$ cat src/rtl/multicycle_control.sv
// Main control FSM for the multi-cycle MIPS datapath.
// Each instruction is sequenced through fetch, decode, execute, memory and
// writeback steps chosen by the opcode. The outputs are Moore-style and depend
// only on the current state. The one exception is PCEn, which also uses the
// ALU Zero flag so that a taken beq can load the PC.
module multicycle_control (
    input  logic       clk,
    input  logic       reset,
    input  logic [5:0] Op,
    input  logic       Zero,
    output logic       MemtoReg,
    output logic       RegDst,
    output logic       IorD,
    output logic       ALUSrcA,
    output logic [1:0] ALUSrcB,
    output logic [1:0] PCSrc,
    output logic [1:0] ALUOp,
    output logic       IRWrite,
    output logic       MemWrite,
    output logic       RegWrite,
    output logic       PCEn,
    output logic [3:0] State
);

    typedef enum logic [3:0] {
        S_FETCH   = 4'd0,
        S_DECODE  = 4'd1,
        S_MEMADR  = 4'd2,
        S_MEMRD   = 4'd3,
        S_MEMWB   = 4'd4,
        S_MEMWR   = 4'd5,
        S_EXECUTE = 4'd6,
        S_ALUWB   = 4'd7,
        S_BEQEX   = 4'd8,
        S_ADDIEX  = 4'd9,
        S_ADDIWB  = 4'd10,
        S_JEX     = 4'd11
    } state_t;

    localparam logic [5:0] OP_LW    = 6'b100011;
    localparam logic [5:0] OP_SW    = 6'b101011;
    localparam logic [5:0] OP_RTYPE = 6'b000000;
    localparam logic [5:0] OP_BEQ   = 6'b000100;
    localparam logic [5:0] OP_ADDI  = 6'b001000;
    localparam logic [5:0] OP_J     = 6'b000010;

    state_t state_q, state_d;
    logic   pc_write;
    logic   branch;

    // State register: reset returns to FETCH, which aborts any instruction in flight.
    always_ff @(posedge clk) begin
        if (reset) begin
            state_q <= S_FETCH;
        end else begin
            state_q <= state_d;
        end
    end

    // Next-state logic: opcode dispatch in DECODE, lw/sw split in MEMADR.
    always_comb begin
        state_d = S_FETCH;
        case (state_q)
            S_FETCH:  state_d = S_DECODE;
            S_DECODE: begin
                case (Op)
                    OP_LW, OP_SW: state_d = S_MEMADR;
                    OP_RTYPE:     state_d = S_EXECUTE;
                    OP_BEQ:       state_d = S_BEQEX;
                    OP_ADDI:      state_d = S_ADDIEX;
                    OP_J:         state_d = S_JEX;
                    default:      state_d = S_FETCH;
                endcase
            end
            // IR cannot change outside FETCH, so Op still holds the same memory opcode here.
            S_MEMADR: begin
                if (Op == OP_LW) begin
                    state_d = S_MEMRD;
                end else if (Op == OP_SW) begin
                    state_d = S_MEMWR;
                end else begin
                    state_d = S_FETCH;
                end
            end
            S_MEMRD:   state_d = S_MEMWB;
            S_EXECUTE: state_d = S_ALUWB;
            S_ADDIEX:  state_d = S_ADDIWB;
            default:   state_d = S_FETCH;
        endcase
    end

    // Output decode from the current state. Reset shows the FETCH selects with all writes suppressed.
    always_comb begin
        MemtoReg = 1'b0;
        RegDst   = 1'b0;
        IorD     = 1'b0;
        ALUSrcA  = 1'b0;
        ALUSrcB  = 2'b00;
        PCSrc    = 2'b00;
        ALUOp    = 2'b00;
        IRWrite  = 1'b0;
        MemWrite = 1'b0;
        RegWrite = 1'b0;
        pc_write = 1'b0;
        branch   = 1'b0;
        State    = state_q;
        case (state_q)
            S_FETCH: begin
                ALUSrcB  = 2'b01;
                IRWrite  = 1'b1;
                pc_write = 1'b1;
            end
            // Precompute the branch target as PC + (SignImm << 2) while the opcode decodes.
            S_DECODE: begin
                ALUSrcB = 2'b11;
            end
            S_MEMADR: begin
                ALUSrcA = 1'b1;
                ALUSrcB = 2'b10;
            end
            S_MEMRD: begin
                IorD = 1'b1;
            end
            S_MEMWB: begin
                MemtoReg = 1'b1;
                RegWrite = 1'b1;
            end
            S_MEMWR: begin
                IorD     = 1'b1;
                MemWrite = 1'b1;
            end
            S_EXECUTE: begin
                ALUSrcA = 1'b1;
                ALUOp   = 2'b10;
            end
            S_ALUWB: begin
                RegDst   = 1'b1;
                RegWrite = 1'b1;
            end
            S_BEQEX: begin
                ALUSrcA = 1'b1;
                ALUOp   = 2'b01;
                PCSrc   = 2'b01;
                branch  = 1'b1;
            end
            S_ADDIEX: begin
                ALUSrcA = 1'b1;
                ALUSrcB = 2'b10;
            end
            S_ADDIWB: begin
                RegWrite = 1'b1;
            end
            S_JEX: begin
                PCSrc    = 2'b10;
                pc_write = 1'b1;
            end
            default: begin
            end
        endcase
        if (reset) begin
            MemtoReg = 1'b0;
            RegDst   = 1'b0;
            IorD     = 1'b0;
            ALUSrcA  = 1'b0;
            ALUSrcB  = 2'b01;
            PCSrc    = 2'b00;
            ALUOp    = 2'b00;
            IRWrite  = 1'b0;
            MemWrite = 1'b0;
            RegWrite = 1'b0;
            pc_write = 1'b0;
            branch   = 1'b0;
            State    = 4'd0;
        end
        PCEn = pc_write | (branch & Zero);
    end

endmodule
$ cat config.mk
export PLATFORM = sky130hd
export DESIGN_NAME = multicycle_control
export DESIGN_NICKNAME = d
export VERILOG_FILES = /design/src/rtl/multicycle_control.sv
export SDC_FILE = /design/constraint.sdc
export NUM_CORES = 1
export LEC_CHECK = 0
export BUFFER_PORTS_ARGS = -buffer_cell sky130_fd_sc_hd__buf_2
export CORE_AREA = 8 8 45 47
export CTS_CLUSTER_DIAMETER = 60
export DETAILED_ROUTE_END_ITERATION = 8
export DIE_AREA = 0 0 53 55
export PLACE_DENSITY_LB_ADDON = 0.2
export SLEW_MARGIN = 5
export SYNTH_ARGS = -nofsm -noshare
export SYNTH_HDL_FRONTEND = slang
export SYNTH_SLANG_ARGS = --single-unit
$ cat constraint.sdc
create_clock -name clk -period 2.7 [get_ports clk]
set_clock_uncertainty 0.1 [all_clocks]
set_input_delay 0.405 -clock clk [delete_from_list [all_inputs] [get_ports clk]]
set_output_delay 0.405 -clock clk [all_outputs]
set_load 0.03 [all_outputs]
# Yosys cells after proc, flatten, opt, wreduce, memory -nomap -nowiden
# Index checks and enable logic that the tools add are counted.
[totals]
wordCells = 56
reg_bits = 4
out_inout_bits = 18
[classes]
bitwise = 2
n_reduce_logical = 8
muxes = 29
n_eq_ne = 16
[op_table]
columns = ["cell", "count"]
rows = [
  ["$pmux 4 s6", 1],
  ["$pmux 4 s5", 1],
  ["$mux 1", 18],
  ["$eq 4x3->1 const B", 4],
  ["$eq 4x4->1 const B", 4],
  ["$eq 6x6->1 const B", 2],
  ["$eq 4x2->1 const B", 2],
  ["$pmux 2 s2", 2],
  ["$reduce_or 2->1", 4],
  ["$eq 6x2->1 const B", 1],
  ["$eq 6x3->1 const B", 1],
  ["$eq 6x4->1 const B", 1],
  ["$logic_not 6->1", 1],
  ["$mux 2", 3],
  ["$mux 3", 2],
  ["$pmux 2 s3", 1],
  ["$eq 4x1->1 const B", 1],
  ["$logic_not 4->1", 1],
  ["$mux 4", 1],
  ["$reduce_or 4->1", 1],
  ["$reduce_or 3->1", 1],
  ["$and 1x1->1", 1],
  ["$or 1x1->1", 1],
]

# Longest topological paths before layout
[logic_depth]
ltp_word = 5
ltp_mapped = 6
ltp_nobuf = 5

# Worst setup path before layout
# Ideal clock, no wire load.
[synth_path]
kind = "reg2out"
start = "register state_q[2]"
end = "output ALUOp[0]"
path_buffers = 2
setup_slack_ps = 584
arrival_time_ps = 1611
stages_incl_launch_ff = 4
path_cell_list = "dfxtp_1 buf_6 clkbuf_1 nor4_1"
[synth_between]
elab_chain_cells = 3
[synth_rtl]
columns = ["item", "line", "text"]
rows = [
  ["start, declared", "47", "state_t state_q, state_d;"],
  ["start signal, assigned", "56", "state_q <= state_d;"],
  ["$eq 4x4->1 / $eq 4x3->1 (equally long branches)", "107", "case (state_q)"],
  ["$pmux 2 s2 *", "107", ""],
  ["$mux 2 *", "160", "if (reset) begin"],
  ["end, declared", "17", "output logic [1:0] ALUOp,"],
]
# Mark *: on every way between the ends. The rest lies on a longest branch, timed or not.

# Worst setup path in the final report
[layout_path]
start = "register state_q[1]"
end = "output ALUSrcB[1]"
[layout_between]
elab_chain_cells = 4
[layout_rtl]
columns = ["item", "line", "text"]
rows = [
  ["$eq 4x4->1 / $eq 4x2->1 (equally long branches)", "107", ""],
  ["$reduce_or 2->1 (no line)", "-", ""],
  ["$pmux 2 s3 *", "107", ""],
  ["$mux 2 *", "160", ""],
  ["end, declared", "15", "output logic [1:0] ALUSrcB,"],
]
# Marked as above.

==> metrics.md <==
| Metric | Value |
|---|---|
| Synth area leader | dfxtp_1 |
| TritonCTS Buffers | 3 |
| Worst Setup SP | state_q[1] |
| Reg with most FFs | state_q |
| H-tree depth | 1 |
| Setup violators final | 0 |
| Post-CTS Setup Inserts | 0 |
| I/O Pins | 27 |
| Avg WL per Cell | about 13 um |
| Via-to-Cell Ratio | 5.18 |
| RSZ-0062 raised after global routing | false |
| Peak supply drop | 0.323 mV |
| Routed vias | 601 |
| Complex-gate fraction of the synthesized area | 22.2% |
| Clock transition at path regs | roughly 40 ps |
| Detail Placement HPWL | 1180 um |
| Max Clk Rate | 0.431 GHz |
| Xor/xnor share of the synthesized area | 3.42% |
| Worst setup EP type | primary output |
| Post-synthesis net count | between 80 and 90 |
| Async S/R FF share, synth | 0% |
| Max reg flops | 4 |
| Vias in the first global route | about 510 |
| Seq/Total Area, Yosys | 15.6% |
| Num rows | 14 |
| Critical R2R Launch | state_q[0] |
| Drt drc | 0 |
| RePlAce Congestion | just over 0.8 |
| Crit Reg-Reg Endpoint | state_q[3] |
| Final Hold Viols | 0 |
| Total grt overflow | 0 |
| Post-route ant nets | 0 |
| Simple-Gate Fraction of Synth Area | 48.9% |
| Clk root buf | clkbuf_4 |
| Crit-path cells | nor2b_1, nand2b_1, a211oi_1, buf_2 |
| Most used DFF post-synth | dfxtp_1 |
| Crit share post-route | 85.9% |
| Syn_area_per_cell | 6.56 um2 |
| Commonest cells post-synth | 8 x nor2_1, 8 x nor3_1 |
| Required time of the worst setup path | ~2200 ps |
| Pwr Total | 195 uW |
| Kind of start point of the critical path | flop |
| Worst-margin pin slew | around 560 ps |
| FF-to-FF setup slack | 900 ps |
| Slowest CP cell | dfxtp_1 |
| Top-area cell type share of the netlist area | ~16% |
| Setup TNS | 0 ps |
| Drt first pass iters | 4 |
| Biggest regs | state_q (4) |
| CP Data Arrival Time | 1810 ps |
| Nets | 111 |
| Fin crit period | 2320 ps |
| Crit path to | ALUSrcB[1] |
| Area contributors post-synth | dfxtp_1 16%, nor3_1 7.8%, nor2b_1 6.1%, or3_1 6.1%, nor2_1 5.9% |
| Synth unique cells | 30 |
| Clock Sinks | 4 |
| Initial Utilization | 37.0% |
| Die Span Y | 55 um |
| Number of antenna violations at the first check in global routing | 0 |
| Routed Wire Length | 1510 um |
| Slew Viols, Final | 0 |
| Slew headroom | between 60% and 70% |
| First-pass GRT wire length | 2390 um |
| Die ar. | roughly 0.003 mm2 |
| Share of cells above drive strength 1 | roughly 31% |
| Main combinational cell family by area after synthesis | simple AND/OR/NAND/NOR gates |
| Clock latency at the later pin of the worst-skew pair | 230 ps |
| PortBufs | 26 |
| CP Max Fanout | 15 |
| Leak Pwr | 0.325 nW |
| CTS Hold Bufs | 0 |
| Post-CTS sizing | 0 |
| Post-Syn Instances | 78 |
| Max-cap violations | 0 |
| Synthesis-stage register bit count | 4 |
| Min-delay worst type | input pin to flop |
| CP peak stage delay | 580 ps |
| Post-Synth Adder-Cell Area | 0% |
| Chip width | 53 um |
| Total Routing Usage GR | roughly a tenth |
| Largest net degree at the start of global routing | 20 |
| Area grow syn2layout | 26.9% |
| Number of synthesized flops with an enable pin | 0 |
| Multiplexer area fraction after synthesis | 0% |
| CTS tree | yes |
| Synthesis warning total | 0 |
| Core area | 0.00138 mm2 |
| Critical path class | flop to primary output |
| Status | finished clean |
| Syn Std Cell Area | 512 um2 |
| Drt initial violations | 22 |
| Clock Path Buffers | 2 |
| Number of cells on the worst reg-to-reg path | 4 |
| Diodes inserted | 0 |
| Power per cell area | 300 mW/mm2 |
-- kinds of logic (layout without fill, tap and decap cells) --
kind of cell	Yosys count	in the layout
AOI/OAI and AO/OA	18	18
xor gates and xnor gates	2	2
buffers and inverters	11	33
DFF	4	4
and+or+nand+nor	43	43
-- power by group --
| group | internal [mW] | switching (mW) | total [mW] | leakage (nW) |
|---|---|---|---|---|
| Combinational | 0.0213 | 0.0342 | 0.0556 | 0.278 |
| Clock | 0.0495 | 0.0219 | 0.0714 | 0.0138 |
| Sequential | 0.0613 | 0.00658 | 0.0679 | 0.0326 |
-- layer usage --
metal | vias to the layer above | part of all wire (%) | wire length, um | GRT usage (%)
li1 | 322 | - | - | -
met1 | 258 | 46 | 700 | 13.5
met2 | 21 | 44 | 658 | 16.4
met3 | 0 | 9.9 | 149 | 2.67
met4 | 0 | 0 | 0 | 2.59
met5 | - | 0 | 0 | 0
-- final cells by class --
cell class / count / area [um2]
Clock buffer: 3 / 22.5
Fill cell: 150 / 734
Inverter: 4 / 15.0
Multi-Input combinational cell: 63 / 382
Sequential cell: 4 / 80.1
Tap cell: 16 / 20.0
Timing Repair Buffer: 26 / 130
-- critical path: cells and delay by family, from the launching register on --
kind | cells | cell delay, ps
flip-flops | 1 | 580
AO/OA/AOI/OAI | 1 | 270
buffers and inverters | 1 | 240
AND/OR/NAND/NOR | 2 | 490
-- cell usage in the layout, fill, tap and decap left out, drive strengths merged --
master	n
buf	26
nor2	8
nor3	8
dfxtp	4
o211ai	1
nand2b	4
a211oi	2
or4b	1
a22oi	1
nand4	1
nor4	3
o211a	1
nand4b	1
and3	1
or3	5
clkbuf	3
xor2	1
a32oi	1
o21ai	5
xnor2	1
nand2	5
a31oi	2
inv	4
nor2b	5
o21bai	1
nand3	1
a21oi	4
-- how the worst min path moves through the flow --
stage                     from  cells past startpoint          to  slack (ps)
finish                   Op[2]                      3  state_q[1]         480
global route             Op[2]                      3  state_q[1]         490
CTS                      Op[2]                      3  state_q[1]         480
detailed placement  state_q[0]                      3  state_q[2]         700
global placement    state_q[0]                      3  state_q[2]         680
floorplan                Op[0]                      3  state_q[3]         510
-- per-stage QoR --
| stage | instances | instance area [um2] | utilization (%) | setup WS [ps] | hold WS, ps |
|---|---|---|---|---|---|
| 6_report | 116 | 649 | 46.9 | 381 | 480 |
| 5_1_grt | 116 | 649 | 46.9 | 271 | 494 |
| 4_1_cts | 116 | 649 | 46.9 | 416 | 476 |
| 3_5_place_dp | 113 | 627 | 45.3 | 671 | 704 |
| 3_3_place_gp | 113 | 627 | 45.3 | 673 | 677 |
| 2_1_floorplan | 78 | 512 | - | 584 | 511 |
Note: power is estimated with default switching activity, not from simulation.
